[src/rtl/alu_pkg.sv]
// Shared types and defaults for the signed fixed-point divider.
package alu_pkg;

  localparam int DEFAULT_BUS_WIDTH = 8;

  typedef enum logic [1:0] {
    IDLE = 2'd0,
    CALC = 2'd1,
    SIGN = 2'd2
  } state_t;

endpackage

[src/rtl/div_step.sv]
// One combinational restoring shift-subtract step on unsigned magnitudes.
module div_step #(
  parameter int W = 8
) (
  input  logic [W-1:0] rem_in,
  input  logic         bit_in,
  input  logic [W:0]   divisor,
  output logic [W-1:0] rem_out,
  output logic         q_bit
);

  logic [W:0] shifted;

  // Partial remainder is always below the divisor, so the restored value fits in W bits.
  always_comb begin
    shifted = {rem_in, bit_in};
    q_bit   = (shifted >= divisor);
    rem_out = q_bit ? W'(shifted - divisor) : shifted[W-1:0];
  end

endmodule

[src/rtl/sfixed_divider.sv]
// Signed integer divider: fixed latency BUS_WIDTH+2 cycles from accept to done (2 on divide-by-zero).
// start is ignored while busy; results hold between done pulses.
module sfixed_divider
  import alu_pkg::*;
#(
  parameter int BUS_WIDTH = DEFAULT_BUS_WIDTH
) (
  input  logic                 clk,
  input  logic                 rst,
  input  logic                 start,
  input  logic [BUS_WIDTH-1:0] data_a,
  input  logic [BUS_WIDTH-1:0] data_b,
  output logic                 busy,
  output logic                 done,
  output logic [BUS_WIDTH-1:0] quotient,
  output logic [BUS_WIDTH-1:0] remainder,
  output logic                 div_zero
);

  localparam int W  = BUS_WIDTH;
  localparam int CW = $clog2(BUS_WIDTH + 1);

  state_t        state, state_nx;
  logic [W:0]    dvd;
  logic [W:0]    dvs;
  logic [W-1:0]  rem;
  logic          sign_a, sign_b, dz;
  logic [CW-1:0] cnt;

  logic [W:0]    a_ext, b_ext, abs_a, abs_b;
  logic [W-1:0]  rem_nx;
  logic          q_bit;
  logic [W-1:0]  q_mag;

  // Widened by one bit so the magnitude of the most-negative value is exact.
  always_comb begin
    a_ext = {data_a[W-1], data_a};
    b_ext = {data_b[W-1], data_b};
    abs_a = data_a[W-1] ? -a_ext : a_ext;
    abs_b = data_b[W-1] ? -b_ext : b_ext;
    q_mag = dvd[W-1:0];
  end

  div_step #(.W(W)) u_step (
    .rem_in  (rem),
    .bit_in  (dvd[W-1]),
    .divisor (dvs),
    .rem_out (rem_nx),
    .q_bit   (q_bit)
  );

  assign busy = (state != IDLE);

  always_ff @(posedge clk) begin
    if (rst) state <= IDLE;
    else     state <= state_nx;
  end

  always_comb begin
    state_nx = state;
    case (state)
      IDLE:    if (start) state_nx = (data_b == '0) ? SIGN : CALC;
      CALC:    if (cnt == CW'(W - 1)) state_nx = SIGN;
      SIGN:    state_nx = IDLE;
      default: state_nx = IDLE;
    endcase
  end

  always_ff @(posedge clk) begin
    if (rst) begin
      dvd       <= '0;
      dvs       <= '0;
      rem       <= '0;
      sign_a    <= 1'b0;
      sign_b    <= 1'b0;
      dz        <= 1'b0;
      cnt       <= '0;
      done      <= 1'b0;
      quotient  <= '0;
      remainder <= '0;
      div_zero  <= 1'b0;
    end else begin
      done <= 1'b0;
      case (state)
        IDLE: begin
          if (start) begin
            dvd    <= abs_a;
            dvs    <= abs_b;
            rem    <= '0;
            sign_a <= data_a[W-1];
            sign_b <= data_b[W-1];
            dz     <= (data_b == '0);
            cnt    <= '0;
          end
        end
        CALC: begin
          // Quotient bits shift in at the bottom as dividend bits leave the top.
          rem <= rem_nx;
          dvd <= {dvd[W-1:0], q_bit};
          cnt <= cnt + 1'b1;
        end
        SIGN: begin
          done     <= 1'b1;
          div_zero <= dz;
          if (dz) begin
            quotient  <= '1;
            remainder <= sign_a ? W'(-dvd) : dvd[W-1:0];
          end else begin
            quotient  <= (sign_a ^ sign_b) ? -q_mag : q_mag;
            remainder <= sign_a ? -rem : rem;
          end
        end
        default: ;
      endcase
    end
  end

endmodule

[config.mk]
export PLATFORM = sky130hd
export DESIGN_NAME = sfixed_divider
export DESIGN_NICKNAME = d
export VERILOG_FILES = /design/src/rtl/alu_pkg.sv /design/src/rtl/div_step.sv /design/src/rtl/sfixed_divider.sv
export SDC_FILE = /design/constraint.sdc
export NUM_CORES = 1
export LEC_CHECK = 0
export ABC_AREA = 1
export CORE_MARGIN = 5
export CORE_UTILIZATION = 57
export DETAILED_ROUTE_END_ITERATION = 8
export PLACE_DENSITY = 0.89
export REMOVE_ABC_BUFFERS = 1
export SYNTH_ARGS = -nofsm -noshare
export SYNTH_HDL_FRONTEND = slang
export SYNTH_SLANG_ARGS = --single-unit
[constraint.sdc]
create_clock -name clk -period 2 [get_ports clk]
set_clock_uncertainty 0.2 [all_clocks]
set_input_delay 0.4 -clock clk [delete_from_list [all_inputs] [get_ports clk]]
set_output_delay 0.4 -clock clk [all_outputs]
set_load 0.02 [all_outputs]
==> flow_results.org <==
** Timing
- The count of pins over their slew limit is 0.
- The count of endpoints failing hold in the final timing report is 0.
- Fin Hold WS :: 0.298 ns
- Crit share post-route :: 0.974
- Setup violation total in the final timing report :: 0
- Static timing analysis puts the maximum clock frequency at 0.514 GHz.
- At the pin with the least slew margin, the transition time is 0.416 ns.
- The routed design could run at a clock period as short as 1.95 ns.
- Slew HR :: 0.721

** Finish
- P&R area growth vs syn :: 22.3%
- Util after Layout :: 0.712
- The number of antenna diodes in the final layout is 0.
- Summing all non-filler instances in the final layout gives an area of 4170 sq um.
- Number of nets in the layout :: 588
- In the final layout, the share of cells above drive strength 1 is 0.150.

** Power
- Design Power :: 4100 uW
- Cell area power density :: 984 nW/um^2
- The worst-case IR drop observed on VDD is 0.000671 V.
- For this design the static power due to leakage is 0.00183 uW.

** Detailed routing
- For this run, the detailed router's first-pass iteration total came to 5.
- Detailed routing inserted a total of 3604 vias.
- After detailed routing, the average wire length per cell comes to 14.7 um.
- Number of antenna-violating nets in the routed design :: 0
- DR DRC count :: 0
- For this block, the routed nets add up to 9.28 mm of wire.
- In the routed layout, each cell is associated on average with a via count of 5.72.
- The detailed router finished its first iteration with 388 violations.

** Logic synthesis
- Counting flops and latches in the post-synthesis netlist gives 52.
- Top cell type by total area after synthesis :: dfxtp_1
- Avg Cell Area, Syn :: 6.74 sq um
- The synthesized netlist occupies a cell area of 3400 sq um.
- Cells after Synth :: 505
- Top FF cell, synth :: dfxtp_1
- The share of synthesized area in the top cell type comes to 0.306.
- Ranked by total cell area, the synthesized netlist is headed by dfxtp_1 31%, nand2_1 12%, inv_1 7.2%.
- Sequential area share after synthesis :: 0.306
- Yosys mapped the design onto 40 distinct sky130hd cell types.
- The synthesized design contains 0 enable-type register cells.
- List of most frequent post-synthesis cells :: 105 x nand2_1, 65 x inv_1, 52 x dfxtp_1, 48 x a21oi_1, 47 x nor2_1
- Share of flip-flops with an asynchronous set or reset after synthesis :: 0
- Cell with the most instances after synthesis :: nand2_1
- Warnings, synthesis :: 0

** Placement
- Summed over all nets, the half-perimeter wirelength after detailed placement is 6.46 mm.
- Summing all placed instances gives a cell area of 3920 sq um.
- In this run the tool buffered the top-level ports with 37 buffer cells.
- Routability congestion estimate from global placement :: 0.894

** Die
- Die Width :: 87.3 um
- The floorplan has 28 rows.
- Measured along the y axis, the die boundary spans 87.3 um.
- Initial core utilization :: 0.582
- I/O pin total :: 38
- The floorplan step defined a core boundary enclosing 5850 sq um.
- Die ar. :: 7620 sq um

** Setup path
- CP most frequent cell :: nand2_1
- Startpoint Class :: register
- Arrival time at the worst endpoint :: 1.99 ns
- Sort of element at the end of the critical path :: register
- The critical path in this run is classified as register to register.
- Slowest stage cell on the critical path :: dfxtp_1
- Required time at the endpoint of the critical path :: 2.04 ns
- Along the worst path, the maximum fanout reaches 5.
- Stage delay of the slowest cell on the critical path :: 0.46 ns
- Chain of cells forming the critical path :: ha_4 > nand2_1 > nand2_2 > a21oi_4 > nand4_4 > nor2_4 > nand2_1 > a21oi_1

** Clocking
- # hold bufs at CTS :: 0
- CTS tree :: yes
- Count of clock tree sinks :: 52
- Clock root buffer :: clkbuf_8
- Clock edge transition at the registers on the reported setup and hold paths :: 0.10 ns
- H-Tree Level Count :: 2
- Counting the buffers created by CTS gives 5.
- The clock passes through at most 2 buffers.
- At the later pin of the worst-skew pair, clock insertion delay measures 0.31 ns.

** Global routing
- Met3 usage :: 0.0284
- Largest net degree at the start of global routing :: 27
- For this run, global-route usage on met2 was measured as 0.438.
- Number of antenna violations at the first check in global routing :: 0
- The first global-routing pass estimated 15.2 mm of wire.
- The layer flagged by global routing as most heavily used is met2.
- The number of global-route vias before repair is 3413.
- Across every metal layer, demand over resource in global routing totals 0.245.
- Routing usage on met1 :: 0.307
- After global routing the overflow that remains totals 0.

** Worst hold path
- Type of the most critical hold path :: register to register

** Status
- Result of the run :: finished, final reports clean

** Flow run
- Number of maximum-capacitance violations :: 0
==> metrics by stage <==
stage / instances / setup TNS, ns / worst slack (ns)
after floorplan: 487 / 0 / 0.193
after global placement: 620 / -0.127 / -0.106
after detailed placement: 620 / -0.368 / -0.204
after CTS: 630 / 0 / 0.00494
after global routing: 630 / -0.0279 / -0.0150
final: 630 / 0 / 0.0529
==> final timing paths <==
kind                              from     end  slack (ns)  cells after the start
worst max register to register  rem[5]  rem[4]        0.05                      8
worst min register to register  sign_b  sign_b        0.30                      2
worst max-delay path            rem[5]  rem[4]        0.05                      8
worst min-delay path            sign_b  sign_b        0.30                      2
==> cells in the final DEF (no fill, tap or decap), types with 2 or more instances in the layout <==
master           Yosys  final
xor2_1              13     13
clkbuf_8             2      6
buf_4                1     20
o211ai_1             3      3
clkdlybuf4s50_1      0     36
buf_12               0      2
o21ai_1              5      5
nor2_2               3      6
ha_1                14      7
dfxtp_2              0      2
o22ai_1              2      2
nor4_1               2      2
xnor2_1              2      2
dfxtp_1             52     50
inv_1               65     63
nor3_1              12      9
nand3_2              2      3
inv_2                9     11
nand2_1            105    103
nand2_2              4      6
nor2_1              47     44
nand4_1              4      4
nor2_4               5      5
a31oi_1              9      9
a21oi_1             48     47
nor3_2               1      4
o21ai_0             33     33
o221ai_1             3      3
nand3_1             33     31
ha_4                 0      6
==> registers in the layout, indices dropped and copies added (netlist names) <==
| name | flops |
|---|---|
| sign_a | 1 |
| done | 1 |
| dz | 1 |
| rem | 8 |
| state | 2 |
| cnt | 4 |
| div_zero | 1 |
| dvs | 9 |
| quotient | 8 |
| sign_b | 1 |
| remainder | 8 |
| dvd | 8 |
==> critical path, delay by kind of cell, from the launching register on <==
| kind | cells | cell delay (ns) |
|---|---|---|
| simple gates | 5 | 0.60 |
| fa+ha+maj | 1 | 0.26 |
| flops | 1 | 0.46 |
| compound gates | 2 | 0.35 |
==> per-layer routing <==
layer | up-vias | share of wire
met5 | - | 0
met4 | 0 | 0.026
met3 | 29 | 0.072
met2 | 176 | 0.50
met1 | 1647 | 0.41
li1 | 1752 | -
==> cell families (layout without fill, tap and decap cells) <==
family	after synthesis	count (layout)	synth area share
XOR/XNOR	15	15	0.0386
AND/OR/NAND/NOR	222	223	0.299
flip-flops	52	52	0.306
AO/OA/AOI/OAI	108	108	0.178
buffers and inverters	93	142	0.122
adder cells (fa/ha/maj)	15	15	0.0573
==> where the power goes <==
| part | switching [uW] | internal (uW) | leakage, uW | total [uW] |
|---|---|---|---|---|
| Combinational | 1380 | 838 | 0.00136 | 2220 |
| Clock | 345 | 282 | 0.0000445 | 627 |
| Sequential | 112 | 1140 | 0.000425 | 1250 |
| Total | 1840 | 2260 | 0.00183 | 4100 |
==> what timing repair did <==
action	in CTS	in global routing
gates cloned	1	0
pin swaps	2	8
endpoints found under the setup margin	2	11
setup buffers	1	0
resized for setup	4	21
endpoints found under the hold margin	0	0
==> cell type report <==
class	count	area [sq um]
inverters	75	284
multi-input cells	361	2090
repair buffers	59	559
flip-flops and latches	52	1040
clock inverters	1	7.51
well taps	75	93.8
clock buffers	7	86.3
fillers	451	1690
(Power assumes the default switching activity.)
